<file path="config.mk">
export PLATFORM = sky130hd
export DESIGN_NAME = mac_share_arbiter
export DESIGN_NICKNAME = d
export VERILOG_FILES = /design/src/rtl/mac_pkg.sv /design/src/rtl/mac_unit.sv /design/src/rtl/mac_share_arbiter.sv
export SDC_FILE = /design/constraint.sdc
export NUM_CORES = 1
export LEC_CHECK = 0
export CORE_MARGIN = 2
export CORE_UTILIZATION = 50
export DETAILED_ROUTE_END_ITERATION = 8
export DONT_BUFFER_PORTS = 1
export GPL_TIMING_DRIVEN = 0
export PLACE_DENSITY = 0.78
export SYNTH_ARGS = -nofsm -noshare
export SYNTH_HDL_FRONTEND = slang
export SYNTH_HIERARCHICAL = 1
export SYNTH_SLANG_ARGS = --single-unit
export TNS_END_PERCENT = 30
</file>
<file path="constraint.sdc">
create_clock -name clock -period 4.2 [get_ports clock]
set_input_delay 0.84 -clock clock [delete_from_list [all_inputs] [get_ports clock]]
set_output_delay 0.84 -clock clock [all_outputs]
set_load 0.02 [all_outputs]
</file>
<file path="src/rtl/mac_pkg.sv">
// mac_pkg: default widths, controller states and response record shared by the MAC arbiter files
package mac_pkg;
  localparam int W_DEF = 8;
  localparam int N_REQ_DEF = 4;
  localparam int ID_W = $clog2(N_REQ_DEF);
  typedef enum logic [1:0] {IDLE, CALC, HOLD} state_t;
  typedef struct packed {
    logic [ID_W-1:0]  id;
    logic [W_DEF-1:0] data;
    logic             ovf;
  } rsp_t;
endpackage

</file>
<file path="src/rtl/mac_unit.sv">
// mac_unit: combinational unsigned a*b + c returning the low W bits and an overflow flag
// ports: i_a/i_b/i_c operands, o_res low W bits of the sum, o_ovf set when the sum needs more than W bits
module mac_unit #(
  parameter int W = 8
) (
  input  logic [W-1:0] i_a,
  input  logic [W-1:0] i_b,
  input  logic [W-1:0] i_c,
  output logic [W-1:0] o_res,
  output logic         o_ovf
);
  logic [2*W-1:0] w_prod;
  logic [2*W:0]   w_sum;
  assign w_prod = {{W{1'b0}}, i_a} * {{W{1'b0}}, i_b};
  assign w_sum  = {1'b0, w_prod} + {{(W+1){1'b0}}, i_c};
  assign o_res  = w_sum[W-1:0];
  assign o_ovf  = |w_sum[2*W:W];
endmodule

</file>
<file path="src/rtl/mac_share_arbiter.sv">
// mac_share_arbiter: round-robin sharing of one multiply-add unit among N_REQ valid/ready requesters
// ports: clock/reset_n (async active-low); req_valid/req_ready and req_a/b/c per requester;
//        rsp_valid/rsp_ready response handshake carrying rsp_id, rsp_data, rsp_ovf; busy when not IDLE
module mac_share_arbiter
  import mac_pkg::*;
#(
  parameter int N_REQ = N_REQ_DEF,
  parameter int W     = W_DEF
) (
  input  logic                              clock,
  input  logic                              reset_n,
  input  logic [N_REQ-1:0]                  req_valid,
  output logic [N_REQ-1:0]                  req_ready,
  input  logic [N_REQ-1:0][W-1:0]           req_a,
  input  logic [N_REQ-1:0][W-1:0]           req_b,
  input  logic [N_REQ-1:0][W-1:0]           req_c,
  output logic                              rsp_valid,
  input  logic                              rsp_ready,
  output logic [$clog2(N_REQ)-1:0]          rsp_id,
  output logic [W-1:0]                      rsp_data,
  output logic                              rsp_ovf,
  output logic                              busy
);
  localparam int IW = $clog2(N_REQ);
  state_t          r_state, w_next;
  logic [IW-1:0]   r_last, w_gnt, w_idx;
  logic [W-1:0]    r_a, r_b, r_c, r_rsp_data, w_res;
  logic            r_rsp_valid, r_rsp_ovf, w_ovf, w_found, w_take;
  logic [IW-1:0]   r_rsp_id;
  logic [N_REQ-1:0] w_onehot;
  mac_unit #(.W(W)) u_mac (
    .i_a  (r_a),
    .i_b  (r_b),
    .i_c  (r_c),
    .o_res(w_res),
    .o_ovf(w_ovf)
  );
  // Scan offsets from N_REQ down to 1 so the nearest requester after r_last wins;
  // offset N_REQ wraps to r_last itself, giving it lowest priority.
  always_comb begin
    w_found = 1'b0;
    w_gnt   = '0;
    w_idx   = '0;
    for (int i = N_REQ; i >= 1; i--) begin
      w_idx = r_last + IW'(i);
      if (req_valid[w_idx]) begin
        w_found = 1'b1;
        w_gnt   = w_idx;
      end
    end
  end
  // Gating with reset_n keeps req_ready low while reset is held.
  assign w_take   = w_found & reset_n;
  assign w_onehot = {{(N_REQ-1){1'b0}}, 1'b1} << w_gnt;
  always_comb begin
    w_next    = r_state;
    req_ready = '0;
    case (r_state)
      IDLE: if (w_take) begin
        req_ready = w_onehot;
        w_next    = CALC;
      end
      CALC: w_next = HOLD;
      HOLD: if (rsp_ready) w_next = IDLE;
      default: w_next = IDLE;
    endcase
  end
  always_ff @(posedge clock or negedge reset_n) begin
    if (!reset_n) r_state <= IDLE;
    else r_state <= w_next;
  end
  always_ff @(posedge clock or negedge reset_n) begin
    if (!reset_n) begin
      r_last      <= IW'(N_REQ - 1);
      r_a         <= '0;
      r_b         <= '0;
      r_c         <= '0;
      r_rsp_valid <= 1'b0;
      r_rsp_id    <= '0;
      r_rsp_data  <= '0;
      r_rsp_ovf   <= 1'b0;
    end else begin
      if (r_state == IDLE && w_take) begin
        r_last <= w_gnt;
        r_a    <= req_a[w_gnt];
        r_b    <= req_b[w_gnt];
        r_c    <= req_c[w_gnt];
      end
      if (r_state == CALC) begin
        r_rsp_valid <= 1'b1;
        r_rsp_id    <= r_last;
        r_rsp_data  <= w_res;
        r_rsp_ovf   <= w_ovf;
      end
      if (r_state == HOLD && rsp_ready) r_rsp_valid <= 1'b0;
    end
  end
  assign rsp_valid = r_rsp_valid;
  assign rsp_id    = r_rsp_id;
  assign rsp_data  = r_rsp_data;
  assign rsp_ovf   = r_rsp_ovf;
  assign busy      = r_state != IDLE;
endmodule

</file>
After elaboration in Yosys (flattened, before gate mapping)
Index checks and enable logic that the tools add are counted.

$add $sub $neg: 4. Multipliers: 1. $lt $le $gt $ge: 5. Equality and inequality tests: 4. Shift-type cells: 1. Muxes and demuxes: 29. Bitwise logic cells: 1. Reduce and logical (&&, ||, !) cells: 7.

Operator list (count): 8-bit binary-select mux with 2-bit select (3); 8-bit 2-to-1 mux (3); 16-bit by 8-bit adder with 17-bit output (1); 8-bit by 8-bit multiplier with 16-bit output (1); 2-bit by 3-bit < comparator with 1-bit output (second input constant) (5); 2-bit 2-to-1 mux (6); 1-bit 2-to-1 mux (10); 9-bit OR reduction (1); 1-bit binary-select mux with 2-bit select (4); 4-bit 2-to-1 mux (2); 2-bit case mux with 3 select lines (1); 2-bit adder (second input constant) (2); 2-bit != test (second input constant) (2); 2-bit nonzero test (2); 1-bit by 2-bit << shifter with 4-bit output (first input constant) (1); 2-bit by 1-bit adder with 2-bit output (second input constant) (1); 2-bit by 1-bit == test with 1-bit output (second input constant) (1); 2-bit == test (second input constant) (1); 1-bit logical AND (2); 2-bit zero test (1); 2-bit AND reduction (1); 1-bit AND (1).

Register bits: 40. Bits of input ports: 103. Output and inout port bits: 17. Word-level logic and storage cells: 61.

Logic depth before layout (Yosys ltp)
Gate-level depths: netlist of the first run.

Depth after elaboration: 9. Gate-level depth with buffers: 18.

Cells and area by module
Netlist of the first run, hierarchy kept.

Modules (own cells, without submodules): mac_share_arbiter (times used 1, cells each 224, area an instance 2514.9 µm², sequential area each 1003.5 µm²); mac_unit (times used 1, cells each 293, area an instance 2441.1 µm², sequential area each 0.0 µm²).

Least setup slack after synthesis of the first run
OpenSTA, ideal clock, no wires.

Path type: register -> register. Start: reg r_a[2]. End: reg r_rsp_ovf, in the netlist rsp_ovf. Setup time: 125 ps. Arrival: 4484 ps. Setup slack: -409 ps. Stages on the path, launching flop included: 16. Path buffers: 1. Period minus slack after synthesis: 4609 ps. Path through: dfrtp_1 > clkbuf_1 > nand2_1 > fa_1 > fa_1 > fa_1 > fa_1 > inv_1 > ha_1 > a21o_1 > nand3_1 > nand2_1 > or3_1 > a2111oi_2 > nand4_1 > mux2_2.

Cells in the longest elaborated chain, start to end: 3.

RTL lines: start, declared (RTL line mac_share_arbiter.sv:27) `logic [W-1:0] r_a, r_b, r_c, r_rsp_data, w_res;`; start signal, assigned (RTL line mac_share_arbiter.sv:85) `r_a <= req_a[w_gnt];`; 8-bit by 8-bit multiplier with 16-bit output (RTL line mac_unit.sv:14) `assign w_prod = {{W{1'b0}}, i_a} * {{W{1'b0}}, i_b};`; 16-bit by 8-bit adder with 17-bit output (RTL line mac_unit.sv:15) `assign w_sum = {1'b0, w_prod} + {{(W+1){1'b0}}, i_c};`; 9-bit OR reduction (RTL line mac_unit.sv:17) `assign o_ovf = |w_sum[2*W:W];`; via w_ovf (RTL line mac_share_arbiter.sv:28) `logic r_rsp_valid, r_rsp_ovf, w_ovf, w_found, w_take;`; end signal, assigned (RTL line mac_share_arbiter.sv:93) `r_rsp_ovf <= w_ovf;`; end, declared (RTL line mac_share_arbiter.sv:28).

The timed path passes the listed nets, and every way through them passes these cells. A chain may end at the register's enable or synchronous reset.

Worst setup path after layout of the first run
Start: reg r_a[4]. End: reg r_rsp_ovf, in the netlist rsp_ovf.

The elaborated chain is that of the path after synthesis.

==> run summary, run 1 <==
OUTCOME
------------------------------------------------------------------------------------------------------
Result of the run                                                                         finished, violations left
Violations in the final reports                                                           negative setup slack

TIMING
------------------------------------------------------------------------------------------------------
RSZ-0062 raised after global routing                                                              true
Maximum clock rate                                                                             219 MHz
Tmin final                                                                                     4.57 ns
Final Hold Fails                                                                                     0
Final Max Slew Viols                                                                                 0
Slew of the pin with the lowest slew margin                                                   0.542 ns
Min setup slack post-route                                                                   -0.369 ns
Maximum clock skew at final layout                                                           0.0157 ns
Share of the cycle needed by the critical path after routing                                      1.09
Worst-case headroom to the max-slew limit                                                        0.639
Setup violators final                                                                                1

YOSYS
------------------------------------------------------------------------------------------------------
Warnings from Yosys                                                                                  6
Post-synth EDFFs                                                                                     0
Ys flop type                                                                              sky130_fd_sc_hd__dfrtp_1
Area of the mapped netlist                                                                    4960 um2
Number of standard cells after synthesis                                                           517
Async set-reset flop share out of synthesis                                                       1.00
Post-synthesis net count                                                                           704
Synthesized flop and latch total                                                                    40
Post-synthesis sequential area ratio                                                             0.202
Post-synth cell types                                                                               52
Mapped Avg Cell Area                                                                          9.59 um2

PLACED DESIGN
------------------------------------------------------------------------------------------------------
Pre-CTS setup slack                                                                          -0.487 ns
Sum of net half-perimeters after detailed placement                                            9130 um
Final weighted congestion in routability-driven placement                                        0.877
Buffers added on ports                                                                               0
Total placed instance area                                                                    5190 um2

DETAILED ROUTING
------------------------------------------------------------------------------------------------------
Post-route antenna net violation count                                                               0
Vias per inst                                                                                     5.57
Residual DRC count                                                                                   0
Iter 0 DRT Violations                                                                              126
Total number of vias                                                                              3797
Total Wirelength                                                                              11500 um
DR pass1 iterations                                                                                  4
WL per Instance                                                                                16.9 um

CLOCKING
------------------------------------------------------------------------------------------------------
Clk buf depth                                                                                        2
Clock insertion delay at the later pin of the skew report                                      0.32 ns
CTS tree                                                                                          done
Inserted Clock Buffers                                                                               5
CTS Sinks                                                                                           40
Clock transition at the register clock pins on the worst setup and hold paths after CTS        0.10 ns
Hold bufs inserted after CTS                                                                         0
Cell chosen for the clock root                                                            sky130_fd_sc_hd__clkbuf_8
H-tree levels                                                                                        2

FLOORPLANNING
------------------------------------------------------------------------------------------------------
Area of the die                                                                              10700 um2
Boundary pin count                                                                                 120
# rows                                                                                              36
Die Height                                                                                      104 um
Initial standard-cell utilization of the core                                                    0.512
Core area                                                                                     9680 um2
Die span in x                                                                                   104 um

GLOBAL ROUTING
------------------------------------------------------------------------------------------------------
GRT Residual Overflow                                                                                0
Pin count of the biggest net entering global routing                                                42
Wire length of the first global-routing pass                                                  19200 um
Gr usage total                                                                                   0.220
Vias in the first global route                                                                    3983
Initial antenna violation count                                                                      0

CRITICAL PATH
------------------------------------------------------------------------------------------------------
CP Cell Sequence                                                                          and2_1, fa_1, inv_1, fa_1, fa_1, fa_1, inv_1, ha_4, and3_1, a221o_2, buf_4, and3_1, o32ai_2, a2111oi_4, nand4_1, mux2_2
Kind of critical path                                                                     register to register
Most repeated library cell on the critical path                                           sky130_fd_sc_hd__fa_1
Sort of element at the end of the critical path                                               register
Launching element type of the critical path                                                   register
Biggest fanout along the worst timing path                                                           7
Arrival time worst endpoint                                                                    4.83 ns
Required @ worst endpoint                                                                      4.47 ns
Slowest cell delay on critical path                                                            0.50 ns
Cell at the slowest stage of the critical path                                            sky130_fd_sc_hd__fa_1

FLOW RUN
------------------------------------------------------------------------------------------------------
Max cap viols                                                                                        0

WORST HOLD PATH
------------------------------------------------------------------------------------------------------
Worst hold path type                                                                      input pin to async pin

FINISH
------------------------------------------------------------------------------------------------------
Leading cell types in the layout, fill and taps excluded                                  73 x sky130_fd_sc_hd__inv_1, 45 x sky130_fd_sc_hd__nand2_1, 42 x sky130_fd_sc_hd__fa_1
Utilization after layout                                                                         0.577
Area delta synth->final                                                                          12.7%
Final standard cell area without fillers                                                      5580 um2
Antenna diode instance count                                                                         0
Share of cells above drive strength 1                                                            0.246
Nets                                                                                               735
Leading cell type in the layout, fill and taps excluded                                   sky130_fd_sc_hd__inv_1

[per-layer routing]
metal | GRT usage | vias up | wire length [um]
met3 | 0.0453 | 22 | 537
met2 | 0.394 | 124 | 5940
met1 | 0.266 | 1839 | 4820
li1 | - | 1812 | -
met4 | 0.0666 | 0 | 237
met5 | 0 | - | 0
[state kept, by name, summed over array words and instances (netlist names)]
signal	flops
rsp_valid	1
r_a	8
r_state	2
rsp_ovf	1
r_c	8
rsp_data	8
rsp_id	2
r_b	8
r_last	2
[kinds of logic (layout without fill, tap and decap cells)]
family	after synthesis	after routing	share of synthesized area
DFF	40	40	0.202
and+or+nand+nor	161	161	0.171
muxes	36	36	0.0755
xor gates and xnor gates	9	9	0.0159
AOI/OAI and AO/OA	90	90	0.171
adders and majority gates	84	84	0.279
buffers and inverters	97	129	0.0856
[synth_stat cells (2+ instances only)]
master	instances	area, um2
sky130_fd_sc_hd__a211oi_1	16	120
sky130_fd_sc_hd__a211oi_2	34	425
sky130_fd_sc_hd__a21o_1	5	37.5
sky130_fd_sc_hd__a21oi_1	13	65.1
sky130_fd_sc_hd__a21oi_2	2	17.5
sky130_fd_sc_hd__and2_1	28	175
sky130_fd_sc_hd__and3_1	4	25.0
sky130_fd_sc_hd__buf_2	5	25.0
sky130_fd_sc_hd__buf_4	3	22.5
sky130_fd_sc_hd__buf_6	2	22.5
sky130_fd_sc_hd__clkbuf_1	12	45.0
sky130_fd_sc_hd__dfrtp_1	38	951
sky130_fd_sc_hd__dfstp_2	2	52.6
sky130_fd_sc_hd__fa_1	44	881
sky130_fd_sc_hd__ha_1	40	500
sky130_fd_sc_hd__inv_1	73	274
sky130_fd_sc_hd__mux2_2	11	124
sky130_fd_sc_hd__mux2i_1	25	250
sky130_fd_sc_hd__nand2_1	46	173
sky130_fd_sc_hd__nand2b_1	3	18.8
sky130_fd_sc_hd__nand3_1	3	15.0
sky130_fd_sc_hd__nand3b_1	2	15.0
sky130_fd_sc_hd__nand4_1	3	18.8
sky130_fd_sc_hd__nor2_1	37	139
sky130_fd_sc_hd__nor3b_1	25	188
sky130_fd_sc_hd__o21ai_0	7	35.0
sky130_fd_sc_hd__o221ai_1	2	17.5
sky130_fd_sc_hd__xnor2_1	3	26.3
sky130_fd_sc_hd__xor2_1	6	52.6
[area by class of cell]
cell class / count / area, um2
Fill cell: 800 / 4100
Inverter: 73 / 274
Buffer: 23 / 166
Clock buffer: 6 / 82.6
Clock inverter: 2 / 38.8
Sequential cell: 40 / 1020
Tap cell: 133 / 166
Timing Repair Buffer: 25 / 213
Multi-Input combinational cell: 380 / 3620
[stage by stage]
stage	hold WS, ns	TNS [ns]	std cells
after floorplan	0.476	-0.149	517
after global placement	0.500	-0.444	650
after detailed placement	0.510	-0.487	650
after CTS	0.197	-0.327	675
after global routing	0.192	-0.494	682
final	0.203	-0.369	682
[path summary, 6_finish.rpt]
check / from / endpoint / slack (ns) / cells after the start
worst max-delay path: r_a[4] / rsp_ovf / -0.37 / 16
worst min-delay path: reset_n / rsp_ovf / 0.20 / 0
worst max register to register: r_a[4] / rsp_ovf / -0.37 / 16
worst min register to register: r_state[1] / rsp_valid / 0.53 / 1
max in group asynchronous: reset_n / r_last[1] / 3.78 / 0
min in group clock: r_state[1] / rsp_valid / 0.53 / 1
[what timing repair did]
item / CTS / global route
resized for setup: 23 / 3
buffers inserted: 17 / 8
cloned: 0 / 0
pin swaps: 5 / 9
setup endpoints to repair: 1 / 1
[worst max-delay path: cells and delay by family (launching register included)]
kind,cells,cell delay [ns]
AO/OA/AOI/OAI,3,0.80
adder cells (fa/ha/maj),5,2.16
buffers and inverters,3,0.27
flip-flops,1,0.49
multiplexers,1,0.14
AND/OR/NAND/NOR,4,0.65
Power of run 1 is left out: the tool's default activity adds up to more than one toggle a clock period on the data nets, which glitch-free logic cannot reach.
==> run 2, diff against run 1 <==
GPL_TIMING_DRIVEN = unset   (was 0)
==> run summary, run 2 (synthesis results as in run 1) <==
TIMING
------------------------------------------------------------------------------------------------------
Min setup slack post-route                                                                   -0.353 ns   +0.0157 ns
Tmin final                                                                                     4.55 ns   -0.0157 ns
Maximum clock rate                                                                             220 MHz   +0.34%
Setup violators final                                                                                1   unchanged
Final Max Slew Viols                                                                                 0   unchanged
Final Hold Fails                                                                                     0   unchanged
Slew of the pin with the lowest slew margin                                                    1.07 ns   +0.526 ns
Worst-case headroom to the max-slew limit                                                        0.287   -0.352
RSZ-0062 raised after global routing                                                              true
Share of the cycle needed by the critical path after routing                                      1.08   -0.00373
Maximum clock skew at final layout                                                          0.00592 ns   -0.00977 ns
Setup TNS                                                                                    -0.353 ns   +0.0157 ns

GLOBAL ROUTING
------------------------------------------------------------------------------------------------------
Pin count of the biggest net entering global routing                                                42   unchanged
Gr usage total                                                                                   0.226   +0.00623
Initial antenna violation count                                                                      0   unchanged
GRT Residual Overflow                                                                                0   unchanged
Vias in the first global route                                                                    4165   +4.6%
Wire length of the first global-routing pass                                                  19800 um   +3.1%

FINISH
------------------------------------------------------------------------------------------------------
Area delta synth->final                                                                          12.2%
Share of cells above drive strength 1                                                            0.257   +0.0108
Leading cell type in the layout, fill and taps excluded                                   sky130_fd_sc_hd__inv_1
Antenna diode instance count                                                                         0   unchanged
Leading cell types in the layout, fill and taps excluded                                  73 x sky130_fd_sc_hd__inv_1, 55 x sky130_fd_sc_hd__buf_4, 46 x sky130_fd_sc_hd__nand2_1
Nets                                                                                               743   +1.1%

FLOORPLANNING
------------------------------------------------------------------------------------------------------
Boundary pin count                                                                                 120   unchanged
Area of the die                                                                              10700 um2   unchanged
Core area                                                                                     9680 um2   unchanged
# rows                                                                                              36   unchanged
Die Height                                                                                      104 um   unchanged
Die span in x                                                                                   104 um   unchanged
Initial standard-cell utilization of the core                                                    0.512   unchanged

DETAILED ROUTING
------------------------------------------------------------------------------------------------------
WL per Instance                                                                                17.2 um   +1.9%
DR pass1 iterations                                                                                  4   unchanged
Total Wirelength                                                                              11900 um   +3.1%
Post-route antenna net violation count                                                               0   unchanged
Vias per inst                                                                                     5.69   +2.2%
Total number of vias                                                                              3927   +3.4%
Residual DRC count                                                                                   0   unchanged
Iter 0 DRT Violations                                                                              154   +22%

CRITICAL PATH
------------------------------------------------------------------------------------------------------
Flop2flop setup slack                                                                         -0.35 ns   +0.02 ns
Arrival time worst endpoint                                                                    4.75 ns   -0.08 ns
Launching element type of the critical path                                                   register
Startpoint of the worst register-to-register path                                               r_a[6]
Kind of critical path                                                                     register to register
Reg2Reg Capture Point                                                                          rsp_ovf
Biggest fanout along the worst timing path                                                           7   unchanged
Path depth of the worst reg2reg path                                                                15   -1
Required @ worst endpoint                                                                      4.40 ns   -0.07 ns
Sort of element at the end of the critical path                                               register

CLOCKING
------------------------------------------------------------------------------------------------------
Cell chosen for the clock root                                                            sky130_fd_sc_hd__clkbuf_8
H-tree levels                                                                                        2   unchanged
CTS tree                                                                                          done
Clock insertion delay at the later pin of the skew report                                      0.30 ns   -0.02 ns
Inserted Clock Buffers                                                                               5   unchanged
Clk buf depth                                                                                        2   unchanged
Clock transition at the register clock pins on the worst setup and hold paths after CTS        0.09 ns   about the same
Hold bufs inserted after CTS                                                                         0   unchanged
CTS Sinks                                                                                           40   unchanged

WORST HOLD PATH
------------------------------------------------------------------------------------------------------
Worst hold path type                                                                      input pin to async pin

FLOW RUN
------------------------------------------------------------------------------------------------------
Max cap viols                                                                                        0   unchanged

OUTCOME
------------------------------------------------------------------------------------------------------
Violations in the final reports                                                           negative setup slack
Result of the run                                                                         finished, violations left

PLACED DESIGN
------------------------------------------------------------------------------------------------------
Buffers added on ports                                                                               0   unchanged
Sum of net half-perimeters after detailed placement                                            9730 um   +6.6%
Final weighted congestion in routability-driven placement                                        0.895   +2.0%

==> run 2: repair_timing <==
| action | 4_1_cts | 5_1_grt |
|---|---|---|
| setup buffers | 4 | 4 |
| endpoints found under the setup margin | 1 | 1 |
| pin swaps | 0 | 3 |
| resized for setup | 10 | 2 |
==> run 2: how the worst max path moves through the flow <==
stage,from,end
2_1_floorplan,r_b[2],rsp_ovf
3_3_place_gp,r_a[2],rsp_ovf
3_5_place_dp,r_a[6],rsp_ovf
4_1_cts,r_a[6],rsp_ovf
5_1_grt,r_b[2],rsp_ovf
6_report,r_a[6],rsp_ovf
==> run 2: per-layer routing <==
metal  up-vias  global-route usage  part of all wire
li1       1823                   -                 -
met1      1947               0.278              0.41
met2       139               0.411              0.52
met3        18              0.0359             0.048
met4         0              0.0618             0.023
met5         -                   0                 0
==> run 2: final cells by class <==
| cell class | instances | area, um2 |
|---|---|---|
| Fill cell | 810 | 4120 |
| Multi-Input combinational cell | 380 | 3590 |
| Clock buffer | 6 | 82.6 |
| Tap cell | 133 | 166 |
| Timing Repair Buffer | 56 | 418 |
| Clock inverter | 2 | 13.8 |
| Sequential cell | 40 | 1020 |
| Inverter | 73 | 274 |
==> run 2: critical path, stage by stage (launching register included) <==
cell	delay (ns)
sky130_fd_sc_hd__dfrtp_2	0.47
sky130_fd_sc_hd__and2_1	0.19
sky130_fd_sc_hd__fa_1	0.41
sky130_fd_sc_hd__fa_1	0.54
sky130_fd_sc_hd__inv_1	0.05
sky130_fd_sc_hd__fa_1	0.56
sky130_fd_sc_hd__fa_1	0.41
sky130_fd_sc_hd__inv_1	0.09
sky130_fd_sc_hd__ha_4	0.21
sky130_fd_sc_hd__and3_1	0.18
sky130_fd_sc_hd__a221o_2	0.42
sky130_fd_sc_hd__nor3_2	0.20
sky130_fd_sc_hd__o32ai_2	0.10
sky130_fd_sc_hd__a2111oi_2	0.22
sky130_fd_sc_hd__nand4_1	0.11
sky130_fd_sc_hd__mux2_2	0.28
==> run 2: through the flow <==
step	worst slack, ns	std cells	cell area [um2]	hold WS, ns	util
after floorplan	-0.149	517	5020	0.476	-
after global placement	-0.309	674	5390	0.490	0.556
after detailed placement	-0.434	674	5390	0.506	0.556
after CTS	-0.354	686	5530	0.217	0.571
after global routing	-0.540	690	5560	0.209	0.574
final	-0.353	690	5560	0.221	0.574
Power of run 2 is left out for the same reason.
==> run 3, diff against run 2 <==
CORE_ASPECT_RATIO = 1.75   (was unset)
==> run summary, run 3 (synthesis results as in run 1) <==
TIMING
------------------------------------------------------------------------------------------------------
Final Hold Fails                                                                                     0   unchanged
RSZ-0062 raised after global routing                                                              true
Setup violators final                                                                                1   unchanged
Tmin final                                                                                     4.56 ns   +0.00583 ns
Final Max Slew Viols                                                                                 0   unchanged
Maximum clock rate                                                                             219 MHz   -0.13%
Share of the cycle needed by the critical path after routing                                      1.09   +0.00139
Min setup slack post-route                                                                   -0.359 ns   -0.00583 ns
Slew of the pin with the lowest slew margin                                                    1.02 ns   -0.0449 ns
Worst-case headroom to the max-slew limit                                                        0.317   +0.0300
Maximum clock skew at final layout                                                          0.00704 ns   +0.00112 ns

DETAILED ROUTING
------------------------------------------------------------------------------------------------------
Residual DRC count                                                                                   0   unchanged
Total Wirelength                                                                              12300 um   +3.4%
DR pass1 iterations                                                                                  4   unchanged
Total number of vias                                                                              3964   +0.94%
Post-route antenna net violation count                                                               0   unchanged
Iter 0 DRT Violations                                                                               97   -37%
Vias per inst                                                                                     5.75   +1.1%
WL per Instance                                                                                17.8 um   +3.6%

CLOCKING
------------------------------------------------------------------------------------------------------
Inserted Clock Buffers                                                                               5   unchanged
Clk buf depth                                                                                        2   unchanged
H-tree levels                                                                                        2   unchanged
CTS Sinks                                                                                           40   unchanged
Clock transition at the register clock pins on the worst setup and hold paths after CTS        0.06 ns   -0.03 ns
Cell chosen for the clock root                                                            sky130_fd_sc_hd__clkbuf_16
Clock insertion delay at the later pin of the skew report                                      0.29 ns   about the same
CTS tree                                                                                          done

FLOORPLANNING
------------------------------------------------------------------------------------------------------
Core area                                                                                     9730 um2   +0.47%
Die span in x                                                                                  79.3 um   -23%
Initial standard-cell utilization of the core                                                    0.509   -0.00237
Area of the die                                                                              10800 um2   +0.29%
# rows                                                                                              48   +33%
Die Height                                                                                      136 um   +31%
Boundary pin count                                                                                 120   unchanged

CRITICAL PATH
------------------------------------------------------------------------------------------------------
Required @ worst endpoint                                                                      4.38 ns   -0.02 ns
Arrival time worst endpoint                                                                    4.74 ns   about the same
Flop2flop setup slack                                                                         -0.36 ns   about the same
Path depth of the worst reg2reg path                                                                15   unchanged
Reg2Reg Capture Point                                                                          rsp_ovf
Startpoint of the worst register-to-register path                                               r_a[3]
Sort of element at the end of the critical path                                               register
Kind of critical path                                                                     register to register
Biggest fanout along the worst timing path                                                           8   +1
Launching element type of the critical path                                                   register

FINISH
------------------------------------------------------------------------------------------------------
Nets                                                                                               749   +0.81%
Final Non-Filler Cells                                                                             689   -0.14%
Area delta synth->final                                                                          15.2%
Leading cell types in the layout, fill and taps excluded                                  71 x sky130_fd_sc_hd__inv_1, 58 x sky130_fd_sc_hd__buf_4, 43 x sky130_fd_sc_hd__nand2_1
Share of cells above drive strength 1                                                            0.288   +0.0310
Leading cell type in the layout, fill and taps excluded                                   sky130_fd_sc_hd__inv_1

GLOBAL ROUTING
------------------------------------------------------------------------------------------------------
Pin count of the biggest net entering global routing                                                42   unchanged
Wire length of the first global-routing pass                                                  19700 um   -0.63%
Vias in the first global route                                                                    4235   +1.7%
Gr usage total                                                                                   0.232   +0.00633
GRT Residual Overflow                                                                                0   unchanged
Initial antenna violation count                                                                      1   +1

PLACED DESIGN
------------------------------------------------------------------------------------------------------
Sum of net half-perimeters after detailed placement                                            9640 um   -0.90%
Buffers added on ports                                                                               0   unchanged
Final weighted congestion in routability-driven placement                                        0.952   +6.4%
Placed instance count                                                                              664   -1.5%

OUTCOME
------------------------------------------------------------------------------------------------------
Violations in the final reports                                                           negative setup slack
Result of the run                                                                         finished, violations left

FLOW RUN
------------------------------------------------------------------------------------------------------
Max cap viols                                                                                        0   unchanged

WORST HOLD PATH
------------------------------------------------------------------------------------------------------
Worst hold path type                                                                      input pin to async pin

-- run 3: cell count changes in the layout (fill, tap and decap cells not counted), sizes merged --
cell | before | now
buf | 55 | 62
clkbuf | 7 | 5
clkinv | 1 | 3
inv | 74 | 73
diode | 0 | 1
-- run 3: area by class of cell --
| type | count | area [um2] |
|---|---|---|
| fillers | 825 | 4020 |
| inverters | 73 | 274 |
| flip-flops and latches | 40 | 1020 |
| well taps | 125 | 156 |
| diodes | 1 | 2.50 |
| multi-input cells | 380 | 3630 |
| clock inverters | 3 | 18.8 |
| clock buffers | 5 | 125 |
| repair buffers | 62 | 483 |
-- run 3: what timing repair did --
| item | 4_1_cts | 5_1_grt |
|---|---|---|
| endpoints found under the setup margin | 1 | 1 |
| cloned | 0 | 0 |
| hold buffers | 0 | 0 |
| setup buffers | 10 | 6 |
| gates resized for setup | 21 | 7 |
| pin swaps | 7 | 5 |
-- run 3: how the worst max path moves through the flow --
stage | end | from | slack (ns)
5_1_grt | rsp_ovf | r_a[3] | -0.49
3_5_place_dp | rsp_ovf | r_a[5] | -0.51
2_1_floorplan | rsp_ovf | r_b[2] | -0.15
6_report | rsp_ovf | r_a[3] | -0.36
4_1_cts | rsp_ovf | r_a[6] | -0.31
3_3_place_gp | rsp_ovf | r_a[2] | -0.39
-- run 3: metal layers --
metal | part of all wire | track usage | wire [um]
met5 | 0 | 0 | 0
met4 | 0.022 | 0.0805 | 272
met3 | 0.034 | 0.0307 | 421
met2 | 0.60 | 0.476 | 7380
met1 | 0.34 | 0.227 | 4230
-- run 3: stage by stage --
| stage | worst slack, ns | setup TNS, ns | instance area [um2] | util | hold slack [ns] |
|---|---|---|---|---|---|
| 6_report | -0.359 | -0.359 | 5710 | 0.587 | 0.241 |
| 4_1_cts | -0.312 | -0.312 | 5640 | 0.580 | 0.233 |
| 5_1_grt | -0.489 | -0.489 | 5710 | 0.587 | 0.230 |
| 3_3_place_gp | -0.392 | -0.392 | 5360 | 0.551 | 0.495 |
| 2_1_floorplan | -0.149 | -0.149 | 5020 | - | 0.476 |
| 3_5_place_dp | -0.514 | -0.514 | 5360 | 0.551 | 0.505 |
-- run 3: worst max-delay path: stages, from the launching register on --
cell and delay, ns:
sky130_fd_sc_hd__dfrtp_2 0.43, sky130_fd_sc_hd__buf_4 0.14, sky130_fd_sc_hd__nand2_2 0.06, sky130_fd_sc_hd__fa_1 0.57
sky130_fd_sc_hd__fa_1 0.45, sky130_fd_sc_hd__fa_1 0.51, sky130_fd_sc_hd__fa_1 0.51, sky130_fd_sc_hd__inv_2 0.04
sky130_fd_sc_hd__ha_4 0.21, sky130_fd_sc_hd__a21o_1 0.17, sky130_fd_sc_hd__a221o_2 0.45, sky130_fd_sc_hd__nor3_2 0.20
sky130_fd_sc_hd__o32ai_2 0.10, sky130_fd_sc_hd__a2111oi_2 0.20, sky130_fd_sc_hd__nand4_1 0.12, sky130_fd_sc_hd__mux2_2 0.28
Power of run 3 is left out for the same reason.
